[src/rtl/mem_pkg.sv]
// Shared types for the memory-master slice: default sizes, address/data types
// and the transaction state encoding.
package mem_pkg;
  localparam int ADDR_SIZE_DEF = 16;
  localparam int DATA_SIZE_DEF = 8;
  localparam int TIMEOUT_DEF   = 16;

  typedef logic [ADDR_SIZE_DEF-1:0] addr_t;
  typedef logic [DATA_SIZE_DEF-1:0] data_t;

  typedef enum logic [1:0] {IDLE, ISSUE, WAIT, RESP} state_t;
endpackage

[src/rtl/mem_watchdog.sv]
// Counts cycles spent waiting on the memory; expired flags the last allowed
// wait cycle so the master can give up on that same edge.
module mem_watchdog #(
  parameter int TIMEOUT_CYCLES = 16
) (
  input  logic clk,
  input  logic rst_n,
  input  logic clear,
  input  logic enable,
  output logic expired
);
  localparam int CW = $clog2(TIMEOUT_CYCLES + 1);

  logic [CW-1:0] cnt;

  // cnt holds the number of wait cycles already completed
  assign expired = enable && (cnt == CW'(TIMEOUT_CYCLES - 1));

  always_ff @(posedge clk or negedge rst_n) begin
    if (!rst_n) begin
      cnt <= '0;
    end else if (clear) begin
      cnt <= '0;
    end else if (enable && !expired) begin
      cnt <= cnt + 1'b1;
    end
  end
endmodule

[src/rtl/mem_master.sv]
// Single-outstanding request/response bridge onto a start/ready memory port,
// with a wait timeout and saturating transaction statistics.
module mem_master
  import mem_pkg::*;
#(
  parameter int ADDR_SIZE      = ADDR_SIZE_DEF,
  parameter int DATA_SIZE      = DATA_SIZE_DEF,
  parameter int TIMEOUT_CYCLES = TIMEOUT_DEF
) (
  input  logic                 clk,
  input  logic                 rst_n,
  input  logic                 req_valid,
  output logic                 req_ready,
  input  logic                 req_rw,
  input  logic [ADDR_SIZE-1:0] req_addr,
  input  logic [DATA_SIZE-1:0] req_wdata,
  output logic                 rsp_valid,
  input  logic                 rsp_ready,
  output logic                 rsp_rw,
  output logic [DATA_SIZE-1:0] rsp_rdata,
  output logic                 rsp_err,
  output logic                 mem_start,
  output logic                 mem_rw,
  output logic [ADDR_SIZE-1:0] mem_addr,
  output logic [DATA_SIZE-1:0] mem_wdata,
  input  logic [DATA_SIZE-1:0] mem_rdata,
  input  logic                 mem_ready,
  output logic [15:0]          wr_count,
  output logic [15:0]          rd_count,
  output logic [15:0]          err_count
);
  state_t state;
  logic   wd_clear;
  logic   wd_enable;
  logic   wd_expired;

  function automatic logic [15:0] sat_inc(input logic [15:0] v);
    return (v == 16'hFFFF) ? v : v + 16'd1;
  endfunction

  // ISSUE always precedes WAIT, so clearing there restarts the count on entry
  assign wd_clear  = (state == ISSUE);
  assign wd_enable = (state == WAIT);

  mem_watchdog #(
    .TIMEOUT_CYCLES(TIMEOUT_CYCLES)
  ) u_watchdog (
    .clk    (clk),
    .rst_n  (rst_n),
    .clear  (wd_clear),
    .enable (wd_enable),
    .expired(wd_expired)
  );

  always_ff @(posedge clk or negedge rst_n) begin
    if (!rst_n) begin
      state     <= IDLE;
      req_ready <= 1'b0;
      mem_start <= 1'b0;
      mem_rw    <= 1'b0;
      mem_addr  <= '0;
      mem_wdata <= '0;
      rsp_valid <= 1'b0;
      rsp_rw    <= 1'b0;
      rsp_rdata <= '0;
      rsp_err   <= 1'b0;
      wr_count  <= '0;
      rd_count  <= '0;
      err_count <= '0;
    end else begin
      case (state)
        IDLE: begin
          req_ready <= 1'b1;
          if (req_valid && req_ready) begin
            state     <= ISSUE;
            req_ready <= 1'b0;
            mem_start <= 1'b1;
            mem_rw    <= req_rw;
            mem_addr  <= req_addr;
            mem_wdata <= req_wdata;
          end
        end
        ISSUE: begin
          state     <= WAIT;
          mem_start <= 1'b0;
        end
        WAIT: begin
          // completion is tested first so it wins over a coincident timeout
          if (mem_ready) begin
            state     <= RESP;
            rsp_valid <= 1'b1;
            rsp_rw    <= mem_rw;
            rsp_rdata <= mem_rw ? '0 : mem_rdata;
            rsp_err   <= 1'b0;
            if (mem_rw) wr_count <= sat_inc(wr_count);
            else        rd_count <= sat_inc(rd_count);
          end else if (wd_expired) begin
            state     <= RESP;
            rsp_valid <= 1'b1;
            rsp_rw    <= mem_rw;
            rsp_rdata <= '0;
            rsp_err   <= 1'b1;
            err_count <= sat_inc(err_count);
          end
        end
        RESP: begin
          if (rsp_ready) begin
            state     <= IDLE;
            rsp_valid <= 1'b0;
            req_ready <= 1'b1;
          end
        end
        default: state <= IDLE;
      endcase
    end
  end
endmodule

[config.mk]
export PLATFORM = sky130hd
export DESIGN_NAME = mem_master
export DESIGN_NICKNAME = d
export VERILOG_FILES = /design/src/rtl/mem_pkg.sv /design/src/rtl/mem_watchdog.sv /design/src/rtl/mem_master.sv
export SDC_FILE = /design/constraint.sdc
export NUM_CORES = 1
export LEC_CHECK = 0
export CAP_MARGIN = 20
export CORE_MARGIN = 1
export CORE_UTILIZATION = 28
export DETAILED_ROUTE_END_ITERATION = 10
export GPL_TIMING_DRIVEN = 1
export PLACE_DENSITY = 0.5
export SYNTH_ARGS = -nofsm -noshare
export SYNTH_HDL_FRONTEND = slang
export SYNTH_HIERARCHICAL = 1
export SYNTH_SLANG_ARGS = --single-unit
[constraint.sdc]
create_clock -name clk -period 2.4 [get_ports clk]
set_input_delay 0.48 -clock clk [delete_from_list [all_inputs] [get_ports clk]]
set_output_delay 0.48 -clock clk [all_outputs]
set_load 0.01 [all_outputs]
# Word level (Yosys, flattened, before mapping)
# Index checks and enable logic that the tools add are counted.
word_totals:
  regBits: 93
  out_inout_bits: 86
  elab_cells: 74
  input_bits: 38
op_classes:
  mux: 22
  n_bitwise: 5
  n_eq_ne: 10
  reduce_logical: 19
  n_addsub: 4
ops:
  columns: ["operator", "count"]
  rows:
  - ["$add A16 B1 Y16 const B", 3]
  - ["$eq A16 B16 Y1 const B", 3]
  - ["$mux W8", 3]
  - ["$reduce_and A4 Y1", 3]
  - ["$mux W5", 2]
  - ["$reduce_bool A2 Y1", 5]
  - ["$mux W1", 9]
  - ["$mux W2", 4]
  - ["$pmux W2 S4", 1]
  - ["$reduce_and A2 Y1", 4]
  - ["$pmux W1 S2", 3]
  - ["$reduce_and A3 Y1", 2]
  - ["$add A5 B1 Y5 const B", 1]
  - ["$eq A5 B4 Y1 const B", 1]
  - ["$not A1 Y1", 5]
  - ["$eq A2 B2 Y1 const B", 2]
  - ["$ne A2 B2 Y1 const B", 2]
  - ["$logic_and A1 B1 Y1", 3]
  - ["$ne A3 B3 Y1 const B", 1]
  - ["$eq A2 B1 Y1 const B", 1]
  - ["$logic_not A2 Y1", 1]
  - ["$logic_not A1 Y1", 1]

# Longest topological paths before layout
logic_depth:
  word_depth: 6
  mapped_depth: 9
  mapped_depth_nobuf: 8

# Cells and area by module
# Netlist, hierarchy kept.
by_module_without_submodules:
  columns: ["module", "area_per_inst_um2", "cells_each", "n_inst", "seq_area_each_um2"]
  rows:
  - ["mem_master", 3897.5, 315, 1, 2202.1]
  - ["mem_watchdog", 275.3, 24, 1, 125.1]

# Worst setup path after synthesis
# No wires, ideal clock.
synth_path:
  kind: "register -> register"
  startpoint: "register u_watchdog.cnt[0]"
  endpoint: "register err_count[14]"
  t_required_ps: 2312
  path_slack_ps: 330
  arrival_ps: 1982
  setup_time_ps: 88
  n_path_buf: 0
  stages_incl_launch_ff: 9
  period_less_slack_ps: 2070
  cell_sequence: "dfrtp_1 > ha_1 > and3_1 > ha_1 > and2_1 > nand3b_1 > nor4b_1 > a31oi_1 > a41oi_1"
synth_via:
  elab_chain_cells: 3
synth_lines:
  columns: ["element", "line_no", "rtl"]
  rows:
  - ["from (decl)", "mem_watchdog.sv:14", "logic [CW-1:0] cnt;"]
  - ["from (signal assigned)", "mem_watchdog.sv:25", "cnt <= cnt + 1'b1;"]
  - ["$eq A5 B4 Y1", "mem_watchdog.sv:17", "assign expired = enable && (cnt == CW'(TIMEOUT_CYCLES - 1));"]
  - ["$logic_and A1 B1 Y1", "mem_watchdog.sv:17", null]
  - ["net wd_expired", "mem_master.sv:35", "logic wd_expired;"]
  - ["$reduce_and A4 Y1 (no line)", null, null]
  - ["to (signal assigned)", "mem_master.sv:103", "err_count <= sat_inc(err_count);"]
  - ["to (decl)", "mem_master.sv:30", "output logic [15:0] err_count"]
# The timed path passes the listed nets, and every way through them passes these cells.
# A chain may end at the register's enable or synchronous reset.

# Final worst setup path
layout_path:
  startpoint: "register u_watchdog.cnt[0]"
  endpoint: "register err_count[1]"
# The elaborated chain is that of the path after synthesis.

==> metrics.md <==
| Metric | Value |
|---|---|
| Post-synthesis adder-cell area fraction | 3.00% |
| Clk pwr share | 25.5% |
| Maximum number of pins on one net before global-route repair | 41 |
| Crit Reg-Reg Startpoint | u_watchdog/cnt[0] |
| Gr ovfl total | 0 |
| Class of the most critical setup path | reg -> reg |
| Sequential cell area in the final layout | 0.00233 mm2 |
| Max-cap violations | 0 |
| Clock buffer count from CTS | 9 |
| Number of buffers added on ports | 123 |
| Proportion of synthesized flip-flops having asynchronous set or reset | 100% |
| Primary flip-flop cell chosen by synthesis mapping | sky130_fd_sc_hd__dfrtp_1 |
| Switching share of power | 29.5% |
| Part of the Yosys area used for sequential elements | 55.8% |
| Power per cell area | 961 mW/mm2 |
| Compound-gate portion of the synthesized area | 5.37% |
| Global-route wire length before repair | 15.9 mm |
| Comb power frac | 34.5% |
| Detailed placer's ending HPWL | 7.24 mm |
| H-tree level count | 3 |
| Root buffer cell | sky130_fd_sc_hd__clkbuf_16 |
| Yosys reg bits | 93 |
| Antenna-violating nets left | 0 |
| Multi-input combinational cell area | 0.00181 mm2 |
| Share of post-route cells with drive strength above 1 | 14.8% |
| Die Footprint | 0.0154 mm2 |
| Reg-to-reg setup timing slack | 0.16 ns |
| Mean number of vias per cell | 4.71 |
| Clock insertion delay at the later pin of the skew report | 0.34 ns |
| Arrival time worst endpoint | 2.48 ns |
| Final hold violation count | 0 |
| Worst hold margin | 0.125 ns |
| Crit path setup slack, layout | 0.158 ns |
| Path class of the lowest-slack min-delay path | in -> async |
| Sequential group share of total power | 40.0% |
| Fmax achieved | 446 MHz |
| TritonRoute pass-1 iters | 4 |
| Net load switching power | 1.71 mW |
| Critical path required time | 2.63 ns |
| Count of mapped cells out of synthesis | 339 |
| Crit Path Max Fanout | 11 |
| EDFF count, synth | 0 |
| Largest family of logic cells by synthesized area | simple AND/OR/NAND/NOR gates |
| Detailed-route wire length | 10.0 mm |
| Final setup violating endpoints | 0 |
| Result of the run | finished, final reports clean |
| Largest clock skew in the final design | 0.00736 ns |
| Ys Warns | 6 |
| Cell area after synthesis | 0.00417 mm2 |
| Antenna fix cells | 0 |
| All-layer global routing usage | 13.7% |
| Global placement routability congestion | 0.758 |
| Worst-path clk slew | 0.06 ns |
| Synth Net Count | 387 |
| Launching element type of the critical path | register |
| Final net count | 523 |
| Post-synthesis xor/xnor area fraction | 8.61% |
| Via count of the first global-routing pass | 3031 |
| Pint | 4.08 mW |
| Effective utilization at floorplan | 28.7% |
| I/O Pins | 124 |
| Synth Area per Inst | 12.3 um2 |
| Std cell rows | 44 |
| Synthesis-to-layout area growth | 44.3% |
| Peak VDD IR | 0.438 mV |
| Most frequent cells in the layout | 122 x sky130_fd_sc_hd__clkdlybuf4s50_1, 93 x sky130_fd_sc_hd__dfrtp_1, 30 x sky130_fd_sc_hd__mux2_2, 23 x sky130_fd_sc_hd__xor2_1, 18 x sky130_fd_sc_hd__xnor2_1 |
| Die Height | 124 um |
| Final total negative setup slack | 0 ns |
| Worst setup path startpoint | u_watchdog/cnt[0] |
| Floorplan Core Area | 0.0145 mm2 |
| Total DRC errors in the routed layout | 0 |
| Slew @ Worst Pin | 0.659 ns |
| Routed WL per cell | 15.1 um |
| Min Clock Period, post-route | 2.24 ns |
| Number of vias in the routed layout | 3129 |
| Number of pins with negative max-slew slack in the final report | 0 |
| Worst setup slack after placement | 0.113 ns |
| Largest buffer count on any clock path | 2 |
| Share of the cycle needed by the critical path after routing | 93.4% |
| Critical Path Sink Type | register |
| Static power due to leakage | 2.61 nW |
| Multiplexer fraction of the synthesized cell area | 9.21% |
| Layout filler cell count | 1410 |
| Worst slew margin | 55.8% |
| Number of different library cells in the post-synthesis netlist | 46 |
| Simple-gate area share of the yosys netlist | 17.0% |
| Clock tree from TritonCTS | built |
| Number of sinks driven by the clock tree | 93 |
| Overall die width | 124 um |
| Most common cell after layout, fill and taps aside | sky130_fd_sc_hd__clkdlybuf4s50_1 |
| Final design utilization | 41.4% |
| First-iteration detailed-routing DRC count | 174 |
| Number of antenna violations at the first check in global routing | 0 |
## metrics by stage
stage / power [mW] / instances / instance area (um2)
after global placement: 4.33 / 648 / 5690
after floorplan: 3.24 / 339 / 4170
after detailed placement: 4.35 / 648 / 5690
after CTS: 5.88 / 664 / 6010
final: 5.79 / 664 / 6020
after global routing: 6.13 / 664 / 6020
## layer usage
metal	GRT usage [%]	routed length (um)	up-vias
li1	-	-	1513
met2	19.0	4470	62
met4	5.88	153	0
met3	3.75	414	11
met5	0	0	-
met1	19.7	4980	1543
## timing repair
action	4_1_cts	5_1_grt
hold buffers	0	0
resized for setup	0	2
setup buffers	0	0
endpoints found under the setup margin	0	4
## critical path, stage by stage (launching register included)
cell and delay (ns):
sky130_fd_sc_hd__dfrtp_1 0.40, sky130_fd_sc_hd__ha_1 0.18, sky130_fd_sc_hd__and3_1 0.16, sky130_fd_sc_hd__ha_1 0.22, sky130_fd_sc_hd__and2_1 0.22, sky130_fd_sc_hd__nand3b_1 0.18, sky130_fd_sc_hd__a41oi_2 0.23, sky130_fd_sc_hd__buf_4 0.21
sky130_fd_sc_hd__mux2_2 0.34
## path summary, 6_finish.rpt
kind / cells past startpoint / endpoint
worst max-delay path: 8 / err_count[1]
worst min-delay path: 1 / wr_count[8]
worst max register to register: 8 / err_count[1]
worst min register to register: 1 / rd_count[13]
max in group asynchronous: 2 / err_count[5]
min in group clk: 1 / rd_count[13]
## layout make-up
class	count	share of cell area, %
clock inverter	4	0.748
tap	184	3.82
timing repair buffer	132	21.9
sequential	93	38.7
multi-input combinational	235	30.1
clock buffer	12	4.43
inverter	4	0.249
## state kept, by name (all words and copies together) (netlist names), 2 cells and up
register,count
rsp_rdata,8
u_watchdog/cnt,5
mem_wdata,8
wr_count,16
state,2
rd_count,16
mem_addr,16
err_count,16
## kinds of logic after synthesis
group | after synthesis
mux | 34
buf+inv | 11
flops | 93
fa+ha+maj | 10
xor+xnor | 41
compound gates | 33
simple gates | 117
## synth_stat cells, types with 2 or more instances
library cell                count  area share, %
sky130_fd_sc_hd__dfrtp_1       93             56
sky130_fd_sc_hd__mux2_2        30            8.1
sky130_fd_sc_hd__xor2_1        23            4.8
sky130_fd_sc_hd__xnor2_1       18            3.8
sky130_fd_sc_hd__nand2_1       16            1.4
sky130_fd_sc_hd__nand3_1       16            1.9
sky130_fd_sc_hd__nand4_1       14            2.1
sky130_fd_sc_hd__nor2_1        13            1.2
sky130_fd_sc_hd__nor3_1        11            1.3
sky130_fd_sc_hd__ha_1          10            3.0
sky130_fd_sc_hd__a22o_1         9            1.9
sky130_fd_sc_hd__nor4_1         7            1.0
sky130_fd_sc_hd__o21ai_0        7           0.84
sky130_fd_sc_hd__a21oi_1        6           0.72
sky130_fd_sc_hd__and3_1         6           0.90
sky130_fd_sc_hd__nand3b_1       5           0.90
sky130_fd_sc_hd__a31oi_1        4           0.60
sky130_fd_sc_hd__clkbuf_1       4           0.36
sky130_fd_sc_hd__inv_1          4           0.36
sky130_fd_sc_hd__nor2b_1        4           0.60
sky130_fd_sc_hd__or2_2          4           0.60
sky130_fd_sc_hd__and4_1         3           0.63
sky130_fd_sc_hd__buf_2          3           0.36
sky130_fd_sc_hd__nor3b_1        3           0.54
sky130_fd_sc_hd__a41oi_1        2           0.42
sky130_fd_sc_hd__mux2i_1        2           0.48
sky130_fd_sc_hd__nand4_2        2           0.60
sky130_fd_sc_hd__o2111ai_1      2           0.42
## power groups by stage
stage	registers, mW	clock network, mW	logic (mW)
floorplan	2.47	0	0.772
CTS	2.31	1.53	2.03
global placement	2.32	0	2.01
finish	2.31	1.48	2.00
global route	2.37	1.59	2.17
detailed placement	2.33	0	2.02
Power figures use the tool's default switching activity.
